==> src/rtl/pht_update_ctrl.sv <==
// pht_update_ctrl: write-side controller for the pattern history table.
// Execute-stage updates are queued and applied one at a time as a
// read-modify-write of the 2-bit counter. The read uses the port shared
// with fetch, and fetch always has priority on that port. After reset,
// and on every predictor flush, the controller first sweeps the whole
// table to INIT_COUNTER.
module pht_update_ctrl #(
    parameter int         PHT_INDEX_WIDTH = 10,
    parameter int         QUEUE_DEPTH     = 4,
    parameter logic [1:0] INIT_COUNTER    = 2'b01
) (
    input  logic                       clk,
    input  logic                       rstN,
    input  logic                       upd_valid,
    output logic                       upd_ready,
    input  logic [PHT_INDEX_WIDTH-1:0] upd_index,
    input  logic                       upd_taken,
    input  logic                       flush_req,
    input  logic                       fetch_rd_active,
    output logic                       pht_rd_en,
    output logic [PHT_INDEX_WIDTH-1:0] pht_rd_index,
    input  logic [1:0]                 pht_rd_data,
    output logic                       pht_wr_en,
    output logic [PHT_INDEX_WIDTH-1:0] pht_wr_index,
    output logic [1:0]                 pht_wr_data,
    output logic                       init_busy
);

    localparam int QPTR_W = $clog2(QUEUE_DEPTH);
    localparam int QCNT_W = $clog2(QUEUE_DEPTH + 1);
    localparam logic [PHT_INDEX_WIDTH-1:0] LAST_INDEX = {PHT_INDEX_WIDTH{1'b1}};

    typedef enum logic [1:0] {
        ST_INIT,
        ST_IDLE,
        ST_READ
    } state_e;

    typedef struct packed {
        logic [PHT_INDEX_WIDTH-1:0] index;
        logic                       taken;
    } upd_t;

    state_e                     state_q, state_d;
    logic [PHT_INDEX_WIDTH-1:0] sweep_ptr_q, sweep_ptr_d;
    logic [QPTR_W-1:0]          wr_ptr_q, wr_ptr_d;
    logic [QPTR_W-1:0]          rd_ptr_q, rd_ptr_d;
    logic [QCNT_W-1:0]          count_q, count_d;
    upd_t                       fifo_q [QUEUE_DEPTH];

    upd_t head;
    logic full;
    logic empty;
    logic push;
    logic pop;
    logic issue;

    assign head  = fifo_q[rd_ptr_q];
    assign full  = (count_q == QCNT_W'(QUEUE_DEPTH));
    assign empty = (count_q == '0);

    // Saturating 2-bit counter step, kept to 2-bit arithmetic.
    function automatic logic [1:0] next_counter(input logic [1:0] c, input logic taken);
        if (taken) return (c == 2'b11) ? 2'b11 : c + 2'b01;
        else       return (c == 2'b00) ? 2'b00 : c - 2'b01;
    endfunction

    // Queue handshake and RMW issue; a flush cycle blocks both push and issue.
    always_comb begin
        upd_ready = !full && (state_q != ST_INIT);
        push      = upd_valid && upd_ready && !flush_req;
        pop       = (state_q == ST_READ) && !flush_req;
        issue     = (state_q == ST_IDLE) && !flush_req && !empty && !fetch_rd_active;
    end

    // FIFO pointer and occupancy update; flush empties the queue.
    always_comb begin
        wr_ptr_d = wr_ptr_q;
        rd_ptr_d = rd_ptr_q;
        count_d  = count_q;
        if (flush_req) begin
            wr_ptr_d = '0;
            rd_ptr_d = '0;
            count_d  = '0;
        end else begin
            if (push) wr_ptr_d = wr_ptr_q + QPTR_W'(1);
            if (pop)  rd_ptr_d = rd_ptr_q + QPTR_W'(1);
            unique case ({push, pop})
                2'b10:   count_d = count_q + QCNT_W'(1);
                2'b01:   count_d = count_q - QCNT_W'(1);
                default: count_d = count_q;
            endcase
        end
    end

    // Next-state logic: sweep, wait for a queued update, then one read cycle.
    // NOTE: every signal assigned in an always_comb gets a default first, so no path can infer a latch.
    always_comb begin
        state_d     = state_q;
        sweep_ptr_d = sweep_ptr_q;
        unique case (state_q)
            ST_INIT: begin
                if (flush_req) begin
                    sweep_ptr_d = '0;
                end else if (sweep_ptr_q == LAST_INDEX) begin
                    sweep_ptr_d = '0;
                    state_d     = ST_IDLE;
                end else begin
                    sweep_ptr_d = sweep_ptr_q + PHT_INDEX_WIDTH'(1);
                end
            end
            ST_IDLE: begin
                if (flush_req)  state_d = ST_INIT;
                else if (issue) state_d = ST_READ;
            end
            ST_READ: begin
                state_d = flush_req ? ST_INIT : ST_IDLE;
            end
            default: begin
                state_d     = ST_INIT;
                sweep_ptr_d = '0;
            end
        endcase
    end

    // PHT port drive: sweep writes, read issue, and the write-back of an update.
    // NOTE: the port strobes are gated with rstN so they drop the moment reset asserts,
    // yet the very first cycle after release already writes index 0.
    always_comb begin
        init_busy    = (state_q == ST_INIT);
        pht_rd_en    = 1'b0;
        pht_rd_index = '0;
        pht_wr_en    = 1'b0;
        pht_wr_index = '0;
        pht_wr_data  = '0;
        if (rstN) begin
            unique case (state_q)
                ST_INIT: begin
                    pht_wr_en    = 1'b1;
                    pht_wr_index = sweep_ptr_q;
                    pht_wr_data  = INIT_COUNTER;
                end
                ST_IDLE: begin
                    if (issue) begin
                        pht_rd_en    = 1'b1;
                        pht_rd_index = head.index;
                    end
                end
                ST_READ: begin
                    // A flush abandons the in-flight update without writing it.
                    if (!flush_req) begin
                        pht_wr_en    = 1'b1;
                        pht_wr_index = head.index;
                        pht_wr_data  = next_counter(pht_rd_data, head.taken);
                    end
                end
                default: ;
            endcase
        end
    end

    // Control state registers.
    // NOTE: sequential state uses non-blocking assignments so every flop samples pre-edge values.
    always_ff @(posedge clk or negedge rstN) begin
        if (!rstN) begin
            state_q     <= ST_INIT;
            sweep_ptr_q <= '0;
            wr_ptr_q    <= '0;
            rd_ptr_q    <= '0;
            count_q     <= '0;
        end else begin
            state_q     <= state_d;
            sweep_ptr_q <= sweep_ptr_d;
            wr_ptr_q    <= wr_ptr_d;
            rd_ptr_q    <= rd_ptr_d;
            count_q     <= count_d;
        end
    end

    // Queue storage, written on push.
    // NOTE: the storage array is deliberately not reset; count_q alone says which entries are live.
    always_ff @(posedge clk) begin
        if (push) fifo_q[wr_ptr_q] <= '{index: upd_index, taken: upd_taken};
    end

endmodule

==> config.mk <==
export PLATFORM = sky130hd
export DESIGN_NAME = pht_update_ctrl
export DESIGN_NICKNAME = d
export VERILOG_FILES = /design/src/rtl/pht_update_ctrl.sv
export SDC_FILE = /design/constraint.sdc
export NUM_CORES = 1
export LEC_CHECK = 0
export BUFFER_PORTS_ARGS = -buffer_cell sky130_fd_sc_hd__buf_4
export CELL_PAD_IN_SITES_DETAIL_PLACEMENT = 0
export CELL_PAD_IN_SITES_GLOBAL_PLACEMENT = 2
export CORE_MARGIN = 2
export CORE_UTILIZATION = 42
export DETAILED_ROUTE_END_ITERATION = 16
export PLACE_DENSITY = 0.89
export SETUP_SLACK_MARGIN = 0.2
export SYNTH_ARGS = -nofsm -noshare
export SYNTH_HDL_FRONTEND = slang
export SYNTH_SLANG_ARGS = --single-unit
==> constraint.sdc <==
create_clock -name clk -period 3.9 [get_ports clk]
set_clock_uncertainty 0.15 [all_clocks]
set_input_delay 0.195 -clock clk [delete_from_list [all_inputs] [get_ports clk]]
set_output_delay 0.195 -clock clk [all_outputs]
set_load 0.005 [all_outputs]
==> tab_implementation.tex <==
\begin{tabular}{lr}
\hline
Metric & Value \\
\hline
\multicolumn{2}{l}{\textbf{Power}} \\
Static Leakage & 0.00150 uW \\
Combinational fraction of design power & 4.3\% \\
Clock network power share & 45.2\% \\
Power per Cell Area & 369 nW/um\^{}2 \\
Total power after layout & 1430 uW \\
Net load switching power & 310 uW \\
Internal power consumption & 1120 uW \\
Seq pwr share & 50.5\% \\
Worst IR drop on VDD & 275 uV \\
Switching portion of total power & 21.7\% \\
\multicolumn{2}{l}{\textbf{GRT}} \\
Initial antenna violation count & 0 \\
Met1 track demand over resource in global routing & 21.6\% \\
Grt total ovfl & 0 \\
Met3 track demand over resource in global routing & 2.92\% \\
Met2 Usage GRT & 28.7\% \\
Maximum number of pins on one net before global-route repair & 33 \\
Routing layer with the top usage in global route & met2 \\
First-pass GRT wire length & 10700 um \\
Total routing resource utilization after global routing & 16.8\% \\
Via count of the first global-routing pass & 2175 \\
\multicolumn{2}{l}{\textbf{Placement}} \\
Final weighted congestion of routability-driven global placement & 0.714 \\
Worst slack at placement & 1.21 ns \\
HPWL Detailed & 4490 um \\
Port Buffers & 43 \\
Cell Area, Placed & 3510 um\^{}2 \\
\multicolumn{2}{l}{\textbf{Timing}} \\
Final period utilization & 74.2\% \\
Final period demand of the worst path & 2.89 ns \\
Final-layout setup total negative slack & 0 ns \\
Max Transition Viols Final & 0 \\
Number of setup violations in the final report & 0 \\
Worst-case setup margin in the final layout & 1.01 ns \\
RSZ-0062 raised after global routing & no \\
Maximum clock rate & 345 MHz \\
Worst slew margin & 45.8\% \\
Number of hold violations in the final report & 0 \\
Worst-margin pin slew & 0.809 ns \\
\multicolumn{2}{l}{\textbf{Detailed routing}} \\
Detailed-routing iteration count for the pre-antenna-repair pass & 4 \\
Routed WL & 6510 um \\
Drt drc & 0 \\
Antenna viol nets, final & 0 \\
Vias per cell & 5.34 \\
DRC violation total after the first TritonRoute iteration & 89 \\
Routed len/inst & 16.5 um \\
Number of vias after detailed routing & 2111 \\
\multicolumn{2}{l}{\textbf{Critical path}} \\
Critical Path AT & 2.55 ns \\
Launch point of the worst reg-to-reg path & state\_q[0] \\
Kind of end point of the critical path & output pin \\
Flop2flop setup slack & 1.20 ns \\
Reg-to-reg endpoint & count\_q[2] \\
Crit start category & register \\
Path depth of the worst reg2reg path & 9 \\
Critical Path Sink & pht\_wr\_index[6] \\
Launching element of the worst setup path & state\_q[0] \\
Critical Path RT & 3.56 ns \\
Startpoint-to-endpoint class of the critical path & reg -> out \\
Crit Path Max Fanout & 12 \\
\multicolumn{2}{l}{\textbf{Clocking}} \\
Maximum level of the CTS H-tree & 3 \\
Root buffer cell & sky130\_fd\_sc\_hd\_\_clkbuf\_8 \\
Sink Count & 63 \\
Clk buf depth & 2 \\
Clock latency on the worst-skew pair & 0.34 ns \\
TritonCTS clock tree & built \\
Cts bufs inserted & 9 \\
Clk pin slew, worst setup/hold paths & 0.08 ns \\
Post-CTS Setup Bufs & 0 \\
\multicolumn{2}{l}{\textbf{Synth}} \\
Main flop type after synthesis & sky130\_fd\_sc\_hd\_\_edfxtp\_1 \\
Net count after synthesis & 265 \\
Seq cells post-synth & 63 \\
Number of warnings issued by yosys & 0 \\
Netlist area before placement & 3140 um\^{}2 \\
Number of synthesized flops with an enable pin & 44 \\
Synth unique cells & 43 \\
Portion of the post-synthesis area used by sequential elements & 57.3\% \\
Post-Syn Instances & 237 \\
Synth Area per Inst & 13.2 um\^{}2 \\
Synth async-reset ratio & 30.2\% \\
\multicolumn{2}{l}{\textbf{Floorplan}} \\
Top-level port count & 44 \\
Initial Utilization & 43.2\% \\
Die width & 90.4 um \\
Number of placement rows & 31 \\
Vertical die dimension & 90.4 um \\
Core Footprint & 7250 um\^{}2 \\
Die area & 8180 um\^{}2 \\
\multicolumn{2}{l}{\textbf{Layout}} \\
Syn-to-layout area delta & 23.6\% \\
Number of antenna cells inserted & 0 \\
Leading cell type in the layout, fill and taps excluded & sky130\_fd\_sc\_hd\_\_edfxtp\_1 \\
Number of nets in the layout & 319 \\
Layout cells sized above 1 & 25.7\% \\
Finished Cell Area & 3880 um\^{}2 \\
Fill cell instance count of the final layout & 640 \\
Commonest cells after routing, fill and taps aside & 44 x sky130\_fd\_sc\_hd\_\_edfxtp\_1, 43 x sky130\_fd\_sc\_hd\_\_buf\_4, 19 x sky130\_fd\_sc\_hd\_\_dfrtp\_1, 15 x sky130\_fd\_sc\_hd\_\_and2\_1, 14 x sky130\_fd\_sc\_hd\_\_dlygate4sd3\_1 \\
\multicolumn{2}{l}{\textbf{Hold path}} \\
Min-delay worst type & in -> async \\
\multicolumn{2}{l}{\textbf{Run status}} \\
Run status & completed \\
\multicolumn{2}{l}{\textbf{Flow run}} \\
Maxcap violations & 0 \\
\hline
\end{tabular}
[synthesized netlist by cell type, types with 5 or more instances]
master | instances | area (um^2)
sky130_fd_sc_hd__nand2_1 | 10 | 37.5
sky130_fd_sc_hd__nor2_1 | 9 | 33.8
sky130_fd_sc_hd__nor3_1 | 5 | 25.0
sky130_fd_sc_hd__ha_1 | 9 | 113
sky130_fd_sc_hd__o21ai_0 | 10 | 50.1
sky130_fd_sc_hd__inv_1 | 8 | 30.0
sky130_fd_sc_hd__and2_1 | 15 | 93.8
sky130_fd_sc_hd__mux4_2 | 10 | 225
sky130_fd_sc_hd__buf_2 | 6 | 30.0
sky130_fd_sc_hd__edfxtp_1 | 44 | 1320
sky130_fd_sc_hd__clkbuf_1 | 5 | 18.8
sky130_fd_sc_hd__dfrtp_1 | 19 | 475
sky130_fd_sc_hd__nor2b_1 | 13 | 81.3
sky130_fd_sc_hd__a22oi_1 | 10 | 75.1
sky130_fd_sc_hd__nand3_1 | 7 | 35.0
[critical path: stages, from the launching register on]
cell and delay (ns):
sky130_fd_sc_hd__dfrtp_1 0.41, sky130_fd_sc_hd__inv_1 0.11, sky130_fd_sc_hd__ha_1 0.39, sky130_fd_sc_hd__inv_1 0.19, sky130_fd_sc_hd__nor2_1 0.65, sky130_fd_sc_hd__a22oi_1 0.18
sky130_fd_sc_hd__nor2b_1 0.16, sky130_fd_sc_hd__buf_4 0.12
[kinds of logic (layout without fill, tap and decap cells)]
family / Yosys count / in the layout / share of synthesized area [%]
and+or+nand+nor: 78 / 78 / 14.2
xor gates and xnor gates: 4 / 4 / 1.12
buffers and inverters: 22 / 81 / 3.35
DFF: 63 / 63 / 57.3
muxes: 13 / 13 / 8.74
adders and majority gates: 12 / 12 / 4.95
AOI/OAI and AO/OA: 45 / 45 / 10.4
[layout make-up]
cell class	instances	area, um^2	share of cell area, %
inverters	8	30.0	0.775
repair buffers	57	463	11.9
well taps	99	124	3.20
multi-input cells	152	1230	31.9
clock inverters	7	104	2.68
clock buffers	9	124	3.20
flip-flops and latches	63	1800	46.4
[through the flow]
stage / utilization (%) / hold slack (ns) / std cells
after floorplan: - / -0.251 / 237
after detailed placement: 48.4 / -0.0151 / 365
after global placement: 48.4 / -0.0204 / 365
after CTS: 53.4 / 0.152 / 395
after global routing: 53.4 / 0.178 / 395
final: 53.4 / 0.159 / 395
[per-layer routing]
metal | share of wire (%) | wire (um) | vias up
met1 | 45 | 2930 | 1056
met3 | 2.3 | 151 | 7
met4 | 0.60 | 39 | 0
li1 | - | - | 1005
met5 | 0 | 0 | -
met2 | 52 | 3390 | 43
[state kept, by name (all words and copies together), names as in the netlist]
register and flops:
fifo_q 44, wr_ptr_q 2, state_q 2, sweep_ptr_q 10, rd_ptr_q 2, count_q 3
[timing repair]
item                                   CTS  global route
endpoints found under the hold margin   68             0
hold buffers                            14             0
resized for setup                        0             0
[how the worst min path moves through the flow]
stage / endpoint / slack [ns] / depth (start not counted)
after global placement: sweep_ptr_q[3] / -0.02 / 1
after floorplan: count_q[0] / -0.25 / 0
final: count_q[1] / 0.16 / 2
after detailed placement: sweep_ptr_q[3] / -0.02 / 1
after global routing: count_q[2] / 0.18 / 4
after CTS: count_q[2] / 0.15 / 4
[power groups by stage]
| stage | sequential (uW) | clock, uW | combinational [uW] |
|---|---|---|---|
| after CTS | 723 | 664 | 61.6 |
| after global placement | 738 | 0 | 49.2 |
| final | 723 | 648 | 61.0 |
| after detailed placement | 738 | 0 | 50.5 |
| after global routing | 723 | 698 | 67.7 |
| after floorplan | 737 | 0 | 20.7 |
No activity file was read; power rests on OpenSTA's default activity.
